<file path="src/rtl/fetch_sequencer.sv">
// Instruction-fetch sequencer: owns the PC, fetches over imem req/ack, issues to decode
// over valid/ready, and commits npc_in only when decode accepts. Adds halt, timeout, retire count.
module fetch_sequencer #(
    parameter logic [31:0] RESET_PC = 32'h0000_0000,
    parameter int unsigned TIMEOUT  = 16
) (
    input  logic        clk,
    input  logic        rst,
    output logic [31:0] pc_out,
    input  logic [31:0] npc_in,
    output logic        imem_req,
    output logic [31:0] imem_addr,
    input  logic        imem_ack,
    input  logic [31:0] imem_rdata,
    output logic        instr_valid,
    output logic [31:0] instr_out,
    input  logic        instr_ready,
    input  logic        stall,
    input  logic        halt_req,
    output logic        halted,
    output logic        fetch_err,
    output logic [31:0] retire_cnt
);

    typedef enum logic [1:0] {
        S_RESET,
        S_FETCH,
        S_ISSUE,
        S_HALT
    } state_t;

    localparam logic [31:0] LP_WAIT_LAST = (TIMEOUT == 0) ? 32'd0 : 32'(TIMEOUT - 1);

    state_t      r_state;
    logic [31:0] r_pc;
    logic [31:0] r_instr;
    logic [31:0] r_retire;
    logic [31:0] r_wait;
    logic        r_halt_pend;
    logic        r_fetch_err;

    logic w_accept;
    logic w_timeout;

    assign w_accept  = (r_state == S_ISSUE) && instr_ready && !stall;
    assign w_timeout = (TIMEOUT != 0) && (r_wait == LP_WAIT_LAST);

    always_ff @(posedge clk) begin
        if (rst) begin
            r_state     <= S_RESET;
            r_pc        <= RESET_PC;
            r_instr     <= 32'd0;
            r_retire    <= 32'd0;
            r_wait      <= 32'd0;
            r_halt_pend <= 1'b0;
            r_fetch_err <= 1'b0;
        end else begin
            // Set first so that a same-cycle entry into HALT below overrides it.
            if (halt_req && (r_state != S_HALT)) begin
                r_halt_pend <= 1'b1;
            end
            case (r_state)
                S_RESET: begin
                    r_state <= S_FETCH;
                    r_wait  <= 32'd0;
                end
                S_FETCH: begin
                    if (imem_ack) begin
                        r_instr <= imem_rdata;
                        r_state <= S_ISSUE;
                    end else if (w_timeout) begin
                        r_fetch_err <= 1'b1;
                        r_halt_pend <= 1'b0;
                        r_state     <= S_HALT;
                    end else begin
                        r_wait <= r_wait + 32'd1;
                    end
                end
                S_ISSUE: begin
                    if (w_accept) begin
                        r_pc     <= npc_in;
                        r_retire <= r_retire + 32'd1;
                        if (r_halt_pend || halt_req) begin
                            r_halt_pend <= 1'b0;
                            r_state     <= S_HALT;
                        end else begin
                            r_wait  <= 32'd0;
                            r_state <= S_FETCH;
                        end
                    end
                end
                default: begin
                    r_state <= S_HALT;
                end
            endcase
        end
    end

    assign pc_out      = r_pc;
    assign imem_addr   = r_pc;
    assign imem_req    = (r_state == S_FETCH);
    assign instr_valid = (r_state == S_ISSUE);
    assign instr_out   = r_instr;
    assign halted      = (r_state == S_HALT);
    assign fetch_err   = r_fetch_err;
    assign retire_cnt  = r_retire;

endmodule

</file>
<file path="config.mk">
export PLATFORM = sky130hd
export DESIGN_NAME = fetch_sequencer
export DESIGN_NICKNAME = d
export VERILOG_FILES = /design/src/rtl/fetch_sequencer.sv
export SDC_FILE = /design/constraint.sdc
export NUM_CORES = 1
export LEC_CHECK = 0
export ABC_AREA = 1
export BUFFER_PORTS_ARGS = -buffer_cell sky130_fd_sc_hd__buf_4
export CAP_MARGIN = 20
export CORE_UTILIZATION = 35
export CTS_CLUSTER_DIAMETER = 40
export DETAILED_ROUTE_END_ITERATION = 8
export HOLD_SLACK_MARGIN = 0.06
export PLACE_DENSITY = 0.69
export SYNTH_ARGS = -nofsm -noshare
export SYNTH_HDL_FRONTEND = slang
export SYNTH_SLANG_ARGS = --single-unit
</file>
<file path="constraint.sdc">
create_clock -name clk -period 2.6 [get_ports clk]
set_input_delay 0.26 -clock clk [delete_from_list [all_inputs] [get_ports clk]]
set_output_delay 0.26 -clock clk [all_outputs]
set_load 0.005 [all_outputs]
</file>
==> results.md, run 1 <==
* Outcome: completed
* All-Layer GR Usage at 0.1890
* Cell Count Post-Placement at between 1k and 1.5k
* GR Overflow Total at 0
* Critical-path top delay cell: buf_4
* Syn nets at between 1k and 1.5k
* CTS tree: yes
* Setup Viol. Count Final at 0
* Cell Count, Final, Fillers Out at around 1.5k
* I/O pins at about 200
* DIE AREA at 20060 um2
* Most frequent CP cell: nand2_1
* Vias in the first global route at between 6k and 7k
* Via count at roughly 7k
* Crit path from: r_state[0]$_SDFFE_PP0P_
* Placement Setup Slack at ~0.16 ns
* Starting density of the core at 0.3612
* Fmax at around 0.43 GHz
* Setup Fix Bufs, Post-CTS at 0
* Max Fanout on Critical Path at 47
* Die X at approximately 140 um
* CP Capture Type: flop
* Initial antenna violation count at 0
* Maximum vdd ir drop at about 0.5 mV
* Synth async-reset ratio at 0
* Vertical die dimension at approximately 140 um
* Antenna cell count at 0
* Post-route cell area at 9165 um2
* Placed inst area at about 8300 um2
* MaxCap Viol Count at 0
* Worst-path cell chain: inv_1 -> ha_1 -> nand2_1 -> nor2_2 -> buf_4 -> nand3_1 -> nor2_2 -> nand2_1 -> nor2_4 -> nand2_1 -> o21ai_1 -> nor2_1
* First-iteration detailed-routing DRC count at between 300 and 400
* CP arrival at 2.62 ns
* Max transition margin at 0.6064
* Ys flop type: dfxtp_1
* Routed WL at between 15 and 20 mm
* Share of cells above drive strength 1 at 0.2233
* Worst-Skew Late Latency at about 0.42 ns
* R2R Path Start: r_state[0]$_SDFFE_PP0P_
* Clock buffer count from CTS at 17
* RSZ-0062 raised after global routing: no
* Layout Skew at ~0.0087 ns
* Syn Inst Count at about 1.0k
* DRC at 0
* DP HPWL at 13.26 mm
* Sink Count at around 130
* WL per Instance at between 10 and 15 um
* Setup ws final at between 0.3 and 0.4 ns
* Clock Path Buffers at 2
* Synth warn at 0
* Hold WC Path Type: input pin to flop
* Post-DRT Antenna Nets at 0
* Syn_area_per_cell at about 6.5 um2
* Lkg Pwr at slightly below 4 nW
* Post-synthesis sequential area ratio at 0.3872
* Post-synth EDFFs at 0
* Rows at 50
* Setup TNS at 0 ns
* Detailed Routing Iterations Pass 1 at 5
* Pin count of the biggest net entering global routing at 51
* Area growth, synth to finish at 34.31%
* Hold_ws at 0.07411 ns
* CTS clk-pin slew, worst paths at 0.07 ns
* Fin nets at 1308
* Vias per cell at 4.672
* Syn Std Cell Area at around 7000 um2
* Pwr dens at 684.2 nW/um2
* Yosys reg bits at 132
* H-tree lvl count at 4
* RePlAce Congestion at between 0.9 and 1
* Slew Viols, Final at 0
* First-pass GRT wire length at roughly 30 mm
* Max incr delay on CP at roughly 0.4 ns
* Fin crit share at 0.8845
* Hold path start: npc_in[28]
* Root buf cell: clkbuf_16
* Final worst path period need at between 2 and 2.5 ns
* Core area at 18890 um2
* WS Path Type: flop to flop
* Fin. Hold Viols at 0
* Worst setup SP type: flop
* Unique masters post-synth at 38
* I/O Buffers at around 200
* Worst slew pin tran at between 0.5 and 0.6 ns
* Req. time, crit path at about 3 ns
## layout by cell type, fill, tap and decap left out, types with 5 or more instances in the layout
cell type,netlist,routed
nor2_2,5,5
nor2_1,279,279
nand4_1,18,18
a21oi_1,29,28
o21ai_0,79,79
xor2_1,9,9
inv_1,94,93
nor3_1,21,21
ha_1,6,6
nand3_1,39,39
nand3b_1,6,6
inv_2,4,5
buf_4,33,208
dfxtp_1,132,132
inv_6,0,8
nand2_1,219,219
clkbuf_16,0,17
a21oi_2,12,13
dlygate4sd3_1,0,29
## Yosys cell counts (2+ instances only)
cell type / number / area [um2]
a21oi_1: 29 / 145.1
a21oi_2: 12 / 105.1
a31oi_1: 2 / 12.51
buf_2: 2 / 10.01
buf_4: 33 / 247.7
buf_6: 4 / 45.04
clkbuf_1: 27 / 101.4
dfxtp_1: 132 / 2643
ha_1: 6 / 75.07
inv_1: 94 / 352.8
inv_2: 4 / 15.01
nand2_1: 219 / 822.0
nand2_2: 3 / 18.77
nand3_1: 39 / 195.2
nand3b_1: 6 / 45.04
nand4_1: 18 / 112.6
nor2_1: 279 / 1047
nor2_2: 5 / 31.28
nor2_4: 4 / 45.04
nor3_1: 21 / 105.1
o21a_1: 2 / 15.01
o21ai_0: 79 / 395.4
xor2_1: 9 / 78.83
## metrics by stage
step / power (mW) / utilization
finish: 6.271 / 0.4851
global route: 6.652 / 0.4851
CTS: 6.344 / 0.4844
detailed placement: 3.907 / 0.4387
global placement: 3.877 / 0.4387
floorplan: 3.420 / -
## per-layer routing
metal / up-vias / part of all wire / GRT usage
li1: 3636 / - / -
met4: 0 / 0.020 / 0.07527
met5: - / 0 / 0
met1: 3167 / 0.43 / 0.2250
met3: 31 / 0.070 / 0.06007
met2: 197 / 0.48 / 0.3150
## power by group
| part | total, mW | switching [mW] | leakage, nW | internal, mW |
|---|---|---|---|---|
| logic | 1.55 | 0.901 | 2.54 | 0.651 |
| registers | 2.34 | 0.123 | 1.07 | 2.22 |
| clock network | 2.38 | 1.01 | 0.288 | 1.36 |
| total | 6.27 | 2.04 | 3.90 | 4.23 |
## cell families after synthesis
family / after synthesis / share of synthesized area
adders and majority gates: 6 / 0.01100
xor gates and xnor gates: 10 / 0.01284
AOI/OAI and AO/OA: 127 / 0.1018
DFF: 132 / 0.3872
and+or+nand+nor: 602 / 0.3684
buffers and inverters: 167 / 0.1188
## registers in the layout, summed over array words and instances (netlist names)
signal and cells:
r_halt_pend 1, r_wait 32, retire_cnt 32, imem_addr 32, fetch_err 1, instr_out 32, r_state 2
## critical path, delay by kind of cell, from the launching register on
family                   cells  cell delay (ns)
AND/OR/NAND/NOR              8             1.00
buffers and inverters        2             0.51
flip-flops                   1             0.33
adder cells (fa/ha/maj)      1             0.27
AO/OA/AOI/OAI                1             0.12
## worst paths after layout
path         cells past startpoint                     endpoint  slack, ns
max                             12  retire_cnt[25]$_SDFFE_PP0P_       0.30
min                              3   imem_addr[28]$_SDFFE_PP0P_       0.07
max reg2reg                     12  retire_cnt[25]$_SDFFE_PP0P_       0.30
min reg2reg                      2    instr_out[7]$_SDFFE_PP0P_       0.49
## what timing repair did
| item | 4_1_cts | 5_1_grt |
|---|---|---|
| endpoints found under the hold margin | 28 | 1 |
| setup endpoints to repair | 0 | 5 |
| hold buffers | 28 | 1 |
| resized for setup | 0 | 1 |
## cell type report
cell class,instances,area (um2)
Fill cell,1952,9728
Multi-Input combinational cell,745,3374
Sequential cell,132,2643
Timing Repair Buffer,238,1872
Clock buffer,17,425.4
Inverter,98,367.9
Tap cell,260,325.3
Clock inverter,15,157.7
Power figures use the tool's default switching activity.
==> run 2: changes to the inputs <==
==> constraint.sdc (replaced) <==
create_clock -name clk -period 2.6 [get_ports clk]
set_input_delay 0.78 -clock clk [delete_from_list [all_inputs] [get_ports clk]]
set_output_delay 0.78 -clock clk [all_outputs]
set_load 0.005 [all_outputs]
==> run 2 against run 1 <==
Effect of this change: routed wire length fell by 1.0%; cell count fell by 1.8%; via count fell by 3.5%; clock skew rose by 0.00053 ns; critical path type is now flop to output pin; highest routed layer unchanged.
==> results.md, run 2 (synthesis results as in run 1) <==
* Outcome: completed
* MaxCap Viol Count at 0
* Lkg Pwr at about 3.8 nW
* Fin nets at 1281
* Min-Delay Endpoint: instr_out[3]$_SDFFE_PP0P_
* I/O pins at around 200
* RSZ-0062 raised after global routing: no
* Setup Fix Bufs, Post-CTS at 0
* Area growth, synth to finish at 29.87%
* Worst Hold Path Cells at 2
* R2R Path Start: r_state[0]$_SDFFE_PP0P_
* Maximum vdd ir drop at between 0.5 and 0.6 mV
* Fin. Hold Viols at 0
* Clock buffer count from CTS at 17
* Rows at 50
* Post-DRT Antenna Nets at 0
* I/O Buffers at 201
* CTS tree: yes
* Worst Reg2Reg Path Length in Cells at 12
* Worst-Skew Late Latency at 0.42 ns
* DIE AREA at between 20000 and 25000 um2
* Vertical die dimension at 141.6 um
* WL per Instance at 12.41 um
* Placed inst area at 8290 um2
* Worst slew pin tran at about 0.6 ns
* Critical-path top delay cell: dfxtp_1
* Cts repair resizes at 0
* Starting density of the core at 0.3612
* Req. time, crit path at around 1.8 ns
* Most frequent CP cell: buf_4
* Slew Viols, Final at 0
* First-pass GRT wire length at slightly above 30 mm
* R2R Path End: r_wait[7]$_SDFFE_PP0P_
* First-iteration detailed-routing DRC count at between 500 and 600
* DRC at 0
* Worst setup SP type: flop
* Sink Count at 132
* WS Path Type: flop to output pin
* Vias in the first global route at 6373
* Max transition margin at 0.6102
* Clock Path Buffers at 2
* Final Util at 0.4691
* Die X at around 140 um
* Most frequent cells in the layout: nor2_1 (279), nand2_1 (219), buf_4 (210)
* Antenna cell count at 0
* Max Fanout on Critical Path at 10
* Max incr delay on CP at 0.37 ns
* Via count at a little under 7k
* Pwr dens at 694.4 nW/um2
* RePlAce Congestion at about 0.86
* Fin crit share at 0.8587
* Vias per cell at around 4.6
* CTS clk-pin slew, worst paths at around 0.060 ns
* Hold path start: instr_out[3]$_SDFFE_PP0P_
* Initial antenna violation count at 0
* Layout Skew at between 0.009 and 0.01 ns
* # fillers at roughly 2k
* Final worst path period need at between 2 and 2.5 ns
* Crit path depth at 4
* Worst-path cell chain: inv_1 -> ha_1 -> buf_4 -> buf_4
* Hold WC Path Type: flop to flop
* Setup Viol. Count Final at 0
* Reg2reg setup slack at approximately 0.37 ns
* GR Overflow Total at 0
* WP buf/inv at 3
* Core area at 18890 um2
* Most common cell after layout, fill and taps aside: nor2_1
* Pin count of the biggest net entering global routing at 57
* Detailed Routing Iterations Pass 1 at 6
* CP Capture Type: output pin
* Routed WL at ~18 mm
* Cell Count Post-Placement at 1446
* Root buf cell: clkbuf_16
* Share of cells above drive strength 1 at 0.2299
* Delay-heaviest family, CP: buffers and inverters
* All-Layer GR Usage at 0.1864
* Cell Count, Final, Fillers Out at ~1.5k
* Fmax at between 0.4 and 0.5 GHz
* Hold_ws at ~0.48 ns
* CP arrival at about 1.5 ns
* Post-route cell area at ~8900 um2
* Hold buffer count at CTS at 0
* DP HPWL at ~13 mm
* H-tree lvl count at 4
## run 2: tightest hold or removal path, delay by kind of cell (launching register included)
| family | cells | cell delay, ns |
|---|---|---|
| DFF | 1 | 0.33 |
| and+or+nand+nor | 2 | 0.13 |
## run 2: layout make-up
class	instances	area, um2	area share
Multi-Input combinational cell	745	3374	0.3808
Clock buffer	17	425.4	0.04800
Timing Repair Buffer	211	1588	0.1792
Sequential cell	132	2643	0.2982
Clock inverter	15	138.9	0.01567
Tap cell	260	325.3	0.03671
Inverter	98	367.9	0.04151
## run 2: per-layer routing
metal,up-vias,GRT usage,share of wire
met5,-,0,0
li1,3565,-,-
met4,0,0.05716,0.013
met3,22,0.05332,0.067
met2,180,0.3124,0.48
met1,3019,0.2307,0.44
## run 2: through the flow
stage	setup TNS [ns]	total power, mW	worst slack [ns]
final	0	6.154	0.3674
after global routing	0	6.490	0.08345
after CTS	0	6.211	0.08045
after detailed placement	-0.1335	3.900	-0.05311
after global placement	-0.1520	3.883	-0.05062
after floorplan	0	3.420	0.6540
## run 2: power by group
| part | leakage, nW | internal [mW] | switching [mW] |
|---|---|---|---|
| registers | 1.07 | 2.22 | 0.122 |
| logic | 2.43 | 0.621 | 0.893 |
| clock network | 0.275 | 1.26 | 1.04 |
## run 2: how the worst max path moves through the flow
stage / start / endpoint / slack [ns]
after CTS: r_state[0]$_SDFFE_PP0P_ / r_wait[24]$_SDFFE_PP0P_ / 0.08
final: r_state[1]$_SDFFE_PP0P_ / imem_req / 0.37
after global routing: r_state[0]$_SDFFE_PP0P_ / retire_cnt[25]$_SDFFE_PP0P_ / 0.08
after detailed placement: instr_ready / r_state[1]$_SDFFE_PP0P_ / -0.05
after floorplan: halt_req / r_wait[29]$_SDFFE_PP0P_ / 0.65
after global placement: instr_ready / r_state[1]$_SDFFE_PP0P_ / -0.05
